## config.mk

```make
export PLATFORM = sky130hd
export DESIGN_NAME = wishbone_slave_mem_flat
export DESIGN_NICKNAME = d
export VERILOG_FILES = /design/src/rtl/wb_pkg.sv /design/src/rtl/wishbone_slave_mem_if.sv /design/src/rtl/wishbone_slave_ram.sv /design/src/rtl/wishbone_slave_mem.sv /design/src/flat_wrapper.sv
export SDC_FILE = /design/constraint.sdc
export NUM_CORES = 2
export LEC_CHECK = 0
export CORE_MARGIN = 2
export CORE_UTILIZATION = 50
export DETAILED_ROUTE_END_ITERATION = 8
export PLACE_DENSITY = 0.69
export SETUP_SLACK_MARGIN = 0.4
export SLEW_MARGIN = 20
export SYNTH_ARGS = -nofsm -noshare
export SYNTH_HDL_FRONTEND = slang
export SYNTH_HIERARCHICAL = 1
export SYNTH_SLANG_ARGS = --single-unit
export TNS_END_PERCENT = 10
```

## constraint.sdc

```tcl
create_clock -name clk_i -period 5 [get_ports clk_i]
set_input_delay 1 -clock clk_i [delete_from_list [all_inputs] [get_ports clk_i]]
set_output_delay 1 -clock clk_i [all_outputs]
set_load 0.05 [all_outputs]
```

## src/rtl/wb_pkg.sv

```systemverilog
// Shared Wishbone bus widths, responder FSM state encoding and wait-counter width.
package wb_pkg;

   localparam int unsigned WB_ADDR_W  = 16;
   localparam int unsigned WB_DATA_W  = 8;
   localparam int unsigned WAIT_CNT_W = 4;

   typedef enum logic [1:0] {
      ST_IDLE = 2'd0,
      ST_WAIT = 2'd1,
      ST_ACK  = 2'd2
   } wb_state_e;

endpackage

```

## src/rtl/wishbone_slave_mem_if.sv

```systemverilog
// Classic-cycle Wishbone bus bundle between the CPU-side master and the memory responder.
interface wishbone_slave_mem_if;
   import wb_pkg::*;

   logic                 cyc_i;
   logic                 stb_i;
   logic                 we_i;
   logic [WB_ADDR_W-1:0] adr_i;
   logic [WB_DATA_W-1:0] dat_i;
   logic [WB_DATA_W-1:0] dat_o;
   logic                 ack_o;

   modport slave (
      input  cyc_i,
      input  stb_i,
      input  we_i,
      input  adr_i,
      input  dat_i,
      output dat_o,
      output ack_o
   );

   modport master (
      output cyc_i,
      output stb_i,
      output we_i,
      output adr_i,
      output dat_i,
      input  dat_o,
      input  ack_o
   );

endinterface

```

## src/rtl/wishbone_slave_ram.sv

```systemverilog
// Single-port byte RAM: synchronous write, registered read whose output holds between reads.
module wishbone_slave_ram
   import wb_pkg::*;
#(
   parameter int unsigned ADDR_BITS = 8
) (
   input  logic                 clk_i,
   input  logic                 rst_i,
   input  logic                 we_i,
   input  logic                 re_i,
   input  logic [ADDR_BITS-1:0] addr_i,
   input  logic [WB_DATA_W-1:0] wdata_i,
   output logic [WB_DATA_W-1:0] rdata_o
);

   logic [WB_DATA_W-1:0] mem_q [2**ADDR_BITS];
   logic [WB_DATA_W-1:0] rdata_q;

   // Storage is deliberately left out of reset so contents survive it.
   always_ff @(posedge clk_i) begin
      if (we_i) begin
         mem_q[addr_i] <= wdata_i;
      end
   end

   always_ff @(posedge clk_i) begin
      if (rst_i) begin
         rdata_q <= '0;
      end else if (re_i) begin
         rdata_q <= mem_q[addr_i];
      end
   end

   assign rdata_o = rdata_q;

endmodule

```

## src/rtl/wishbone_slave_mem.sv

```systemverilog
// Wishbone classic responder: window decode, programmable wait states, one-cycle registered ack.
module wishbone_slave_mem
   import wb_pkg::*;
#(
   parameter logic [WB_ADDR_W-1:0] BASE_ADDR   = 16'h8000,
   parameter int unsigned          ADDR_BITS   = 8,
   parameter int unsigned          WAIT_STATES = 0
) (
   input  logic                  clk_i,
   input  logic                  rst_i,
   wishbone_slave_mem_if.slave   bus
);

   localparam logic [WAIT_CNT_W-1:0] WS_LOAD =
      (WAIT_STATES > 0) ? WAIT_CNT_W'(WAIT_STATES - 1) : '0;

   wb_state_e             state_q;
   logic [WAIT_CNT_W-1:0] cnt_q;
   logic                  ack_q;

   logic hit;
   logic req;
   logic access;
   logic wr_en;
   logic rd_en;

   assign hit = (bus.adr_i[WB_ADDR_W-1:ADDR_BITS] == BASE_ADDR[WB_ADDR_W-1:ADDR_BITS]);
   assign req = bus.cyc_i & bus.stb_i & hit;

   // The RAM access happens on the same edge that moves the FSM into ACK.
   always_comb begin
      access = 1'b0;
      case (state_q)
         ST_IDLE: access = req && (WAIT_STATES == 0);
         ST_WAIT: access = req && (cnt_q == '0);
         default: access = 1'b0;
      endcase
   end

   assign wr_en = access &  bus.we_i & ~rst_i;
   assign rd_en = access & ~bus.we_i & ~rst_i;

   always_ff @(posedge clk_i) begin
      if (rst_i) begin
         state_q <= ST_IDLE;
         cnt_q   <= '0;
         ack_q   <= 1'b0;
      end else begin
         ack_q <= 1'b0;
         case (state_q)
            ST_IDLE: begin
               if (req) begin
                  if (WAIT_STATES == 0) begin
                     state_q <= ST_ACK;
                     ack_q   <= 1'b1;
                  end else begin
                     state_q <= ST_WAIT;
                     cnt_q   <= WS_LOAD;
                  end
               end
            end
            ST_WAIT: begin
               if (!req) begin
                  state_q <= ST_IDLE;
               end else if (cnt_q == '0) begin
                  state_q <= ST_ACK;
                  ack_q   <= 1'b1;
               end else begin
                  cnt_q <= cnt_q - 1'b1;
               end
            end
            // Inputs are ignored here so a held strobe cannot repeat the access.
            ST_ACK: begin
               state_q <= ST_IDLE;
            end
            default: begin
               state_q <= ST_IDLE;
            end
         endcase
      end
   end

   wishbone_slave_ram #(
      .ADDR_BITS (ADDR_BITS)
   ) u_ram (
      .clk_i   (clk_i),
      .rst_i   (rst_i),
      .we_i    (wr_en),
      .re_i    (rd_en),
      .addr_i  (bus.adr_i[ADDR_BITS-1:0]),
      .wdata_i (bus.dat_i),
      .rdata_o (bus.dat_o)
   );

   assign bus.ack_o = ack_q;

endmodule

```

## src/flat_wrapper.sv

```systemverilog
// flat-port wrapper written by rule: the top's interface ports become plain ports
module wishbone_slave_mem_flat import wb_pkg::*;
#(
   parameter logic [WB_ADDR_W-1:0] BASE_ADDR   = 16'h8000,
   parameter int unsigned          ADDR_BITS   = 8,
   parameter int unsigned          WAIT_STATES = 0
)
  (clk_i, rst_i, bus_cyc_i, bus_stb_i, bus_we_i, bus_adr_i, bus_dat_i, bus_dat_o, bus_ack_o);
  wishbone_slave_mem_if bus_i ();
  input  logic clk_i;
  input  logic rst_i;
  input wire logic [$bits(bus_i.cyc_i)-1:0] bus_cyc_i;
  input wire logic [$bits(bus_i.stb_i)-1:0] bus_stb_i;
  input wire logic [$bits(bus_i.we_i)-1:0] bus_we_i;
  input wire logic [$bits(bus_i.adr_i)-1:0] bus_adr_i;
  input wire logic [$bits(bus_i.dat_i)-1:0] bus_dat_i;
  output wire logic [$bits(bus_i.dat_o)-1:0] bus_dat_o;
  output wire logic [$bits(bus_i.ack_o)-1:0] bus_ack_o;
  assign bus_i.cyc_i = bus_cyc_i;
  assign bus_i.stb_i = bus_stb_i;
  assign bus_i.we_i = bus_we_i;
  assign bus_i.adr_i = bus_adr_i;
  assign bus_i.dat_i = bus_dat_i;
  assign bus_dat_o = bus_i.dat_o;
  assign bus_ack_o = bus_i.ack_o;
  wishbone_slave_mem #(.BASE_ADDR(BASE_ADDR), .ADDR_BITS(ADDR_BITS), .WAIT_STATES(WAIT_STATES)) u_core (.clk_i(clk_i), .rst_i(rst_i), .bus(bus_i));
endmodule
```

==> impl_metrics.toml <==
[synth]
netlist_instances = 3823
synth_cell_types = 61
ys_ff_latch = 2058
synthArstFlopShare_pct = 0
synth_compound_area_share_pct = 2.40
syn_area_per_cell_um2 = 21.0
synth_top_family_by_area = "multiplexers"
syn-cell-area_um2 = 80200
synth_edf_count = 2048
synth_mux_area_share_pct = 16.2
yosys.area.top_type_share_pct = 76.6
synth-xor-area-share_pct = 0
synth_ff_type = "edfxtp_1"
synthAdderAreaFrac_pct = 0
yosysTopAreaCell = "edfxtp_1"
yosysSeqAreaShare_pct = 76.9
synthTopCellsByArea = "edfxtp_1, mux4_2, mux2i_1"
syn-num-nets = 3852
synth-simple-area-share_pct = 2.87
ys_warn_count = 6

[floorplan]
dieArea_um2 = 164000
initial_core_util_pct = 50.1
fp.dieH_um = 405
core_area_um2 = 160000
std_cell_rows = 147
io_pins = 38
die-width_um = 405

[timing]
rsz0062_at_grt = "false"
min_period_ns = 4.13
fmax_ghz = 0.242
report.final.slew_viol_count = 0
fin_crit_sh_pct = 82.6
final_hold_viol_count = 0
maxSlewHeadroom_pct = 25.1
setup_slack_ns = 0.872
setup_viol = 0
tns_ns = 0
worstMarginPinSlew_ns = 1.12
clock_skew_ns = 0.0297

[layout]
finalInstanceArea_um2 = 91800
area_growth_syn_to_layout_pct = 14.4
regArea_um2 = 61700
layout_commonest_cell = "edfxtp_1"
multi_input_area_um2 = 17200
most-common-layout-cells = "edfxtp_1, mux4_2, buf_4"
final_nets = 4268
n_fill_cell = 11500
drive_above_1_share_pct = 28.0

[pwr]
total_power_mw = 35.3
p_leak_nw = 29.3
power_density_nw_per_um2 = 384
vdd_ir_drop_max_v = 0.000328

[clocking]
clockBufferDepth = 3
post_cts_buffers = 0
cts_hold_buffers = 0
cts_resized = 0
clkLatencyLatePin_ns = 0.83
cts_tree = "built"
clk_pin_slew_ns = 0.06
cts.sink_count = 2058
cts_inserted_buffers = 198
cts_root_buf = "clkbuf_16"
htree_levels = 4

[min_path]
hold_start = "u_core/state_q[1]"
min_path_cells = 2
holdPathEnd = "u_core/bus.ack_o"
hp-class = "reg2reg"

[global_routing]
grt_max_degree = 144
grt_pass1_wl_mm = 291
antenna_found_initial = 8
grt-ovfl-total = 0
grt.total_usage_pct = 24.8
grt_pass1_vias = 40500

[placement]
dpl_cell_area_um2 = 85500
port_buffers = 37
routabilityCongestion = 0.892
dp_slack_ns = 0.189
place_hpwl_mm = 125

[routing]
num_vias = 41000
wl_per_cell_um = 31.1
viasPerCell = 6.32
first_iter_violations = 5542
ant_nets = 0
first_pass_iters = 8
finalWirelength_mm = 202
drc = 0

[critical_path]
cp_slowest_cell = "nor4_2"
cp-end-kind = "flop"
worst_setup_path_start_kind = "primary input"
regToRegSetupSlack_ns = 1.27
worstPathMaxFanout = 7
worstSetupPathType = "in2reg"
r2r-end = "u_core/u_ram/rdata_o[1]"
arrival_ns = 4.82
crit_required_ns = 5.69
r2r_start = "u_core/state_q[1]"
path_cells = "clkdlybuf4s50_1, or4b_1, nor4_2, inv_1, a2111oi_0, o21ai_0, nor2_1, o22ai_1"
max_stage_delay_ns = 0.85
reg2reg_depth = 7

[run]
cap_violations = 0

[run_status]
status = "completed"
==> worst max path at each step <==
stage / end / from / cells after the start / slack, ns
after floorplan: u_core/u_ram/mem_q[115][0] / bus_adr_i[1] / 10 / 1.41
after global placement: u_core/u_ram/rdata_o[1] / bus_adr_i[13] / 8 / 0.17
after detailed placement: u_core/u_ram/rdata_o[1] / bus_adr_i[13] / 8 / 0.19
after CTS: u_core/u_ram/rdata_o[1] / bus_adr_i[13] / 8 / 1.07
after global routing: u_core/u_ram/rdata_o[1] / bus_adr_i[13] / 8 / 0.90
final: u_core/u_ram/rdata_o[1] / bus_adr_i[13] / 8 / 0.87
==> through the flow <==
step / hold WS [ns] / util (%) / std cells
3_3_place_gp: 0.586 / 53.4 / 6125
3_5_place_dp: 0.589 / 53.4 / 6125
4_1_cts: 0.603 / 57.4 / 6482
6_report: 0.599 / 57.4 / 6486
2_1_floorplan: 0.519 / - / 3823
5_1_grt: 0.638 / 57.4 / 6482
==> synth_stat cells (13+ instances only) <==
library cell	count
a221oi_1	13
a32oi_1	20
buf_6	13
nor2_1	264
nand2_1	107
nand3_1	32
a22oi_1	33
o21ai_0	41
a21oi_1	47
mux2_2	39
mux4_2	469
mux2i_1	189
nor3_1	55
buf_1	18
edfxtp_1	2048
nor2b_1	14
a31oi_1	14
nand2b_1	17
clkbuf_1	116
o22ai_1	61
buf_2	50
buf_4	39
==> routing by layer <==
metal / wire length [µm] / global-route usage [%]
met3: 21400 / 6.25
met4: 6790 / 8.22
met5: 41 / 0
met1: 78700 / 34.9
met2: 94800 / 38.4
==> critical path, delay by kind of cell <==
| family | cells | cell delay [ns] |
|---|---|---|
| AO/OA/AOI/OAI | 3 | 1.29 |
| buffers and inverters | 2 | 0.85 |
| AND/OR/NAND/NOR | 3 | 1.67 |
==> layout make-up <==
cell class / count / area share (%)
Clock inverter: 111 / 1.16
Inverter: 9 / 0.0395
Sequential cell: 2058 / 67.2
Tap cell: 2086 / 2.84
Multi-Input combinational cell: 1513 / 18.8
Clock buffer: 246 / 5.71
Timing Repair Buffer: 459 / 4.27
Antenna cell: 4 / 0.0109
==> power breakdown <==
group | switching, mW | internal, mW | total (mW)
logic | 1.11 | 0.599 | 1.70
clock network | 6.29 | 8.34 | 14.6
registers | 0.000118 | 19.0 | 19.0
==> cells by family (layout without fill, tap and decap cells) <==
kind of cell    Yosys count  count (layout)
buf+inv                 252             825
other cells               0               4
simple gates            528             528
flops                  2058            2058
compound gates          285             285
mux                     700             700
==> state kept, by name, summed over array words and instances, names as in the netlist <==
name	flops
u_core/u_ram/rdata_o	8
u_core/state_q	1
u_core/u_ram/mem_q	2048
u_core/bus.ack_o	1
(Power assumes the default switching activity.)
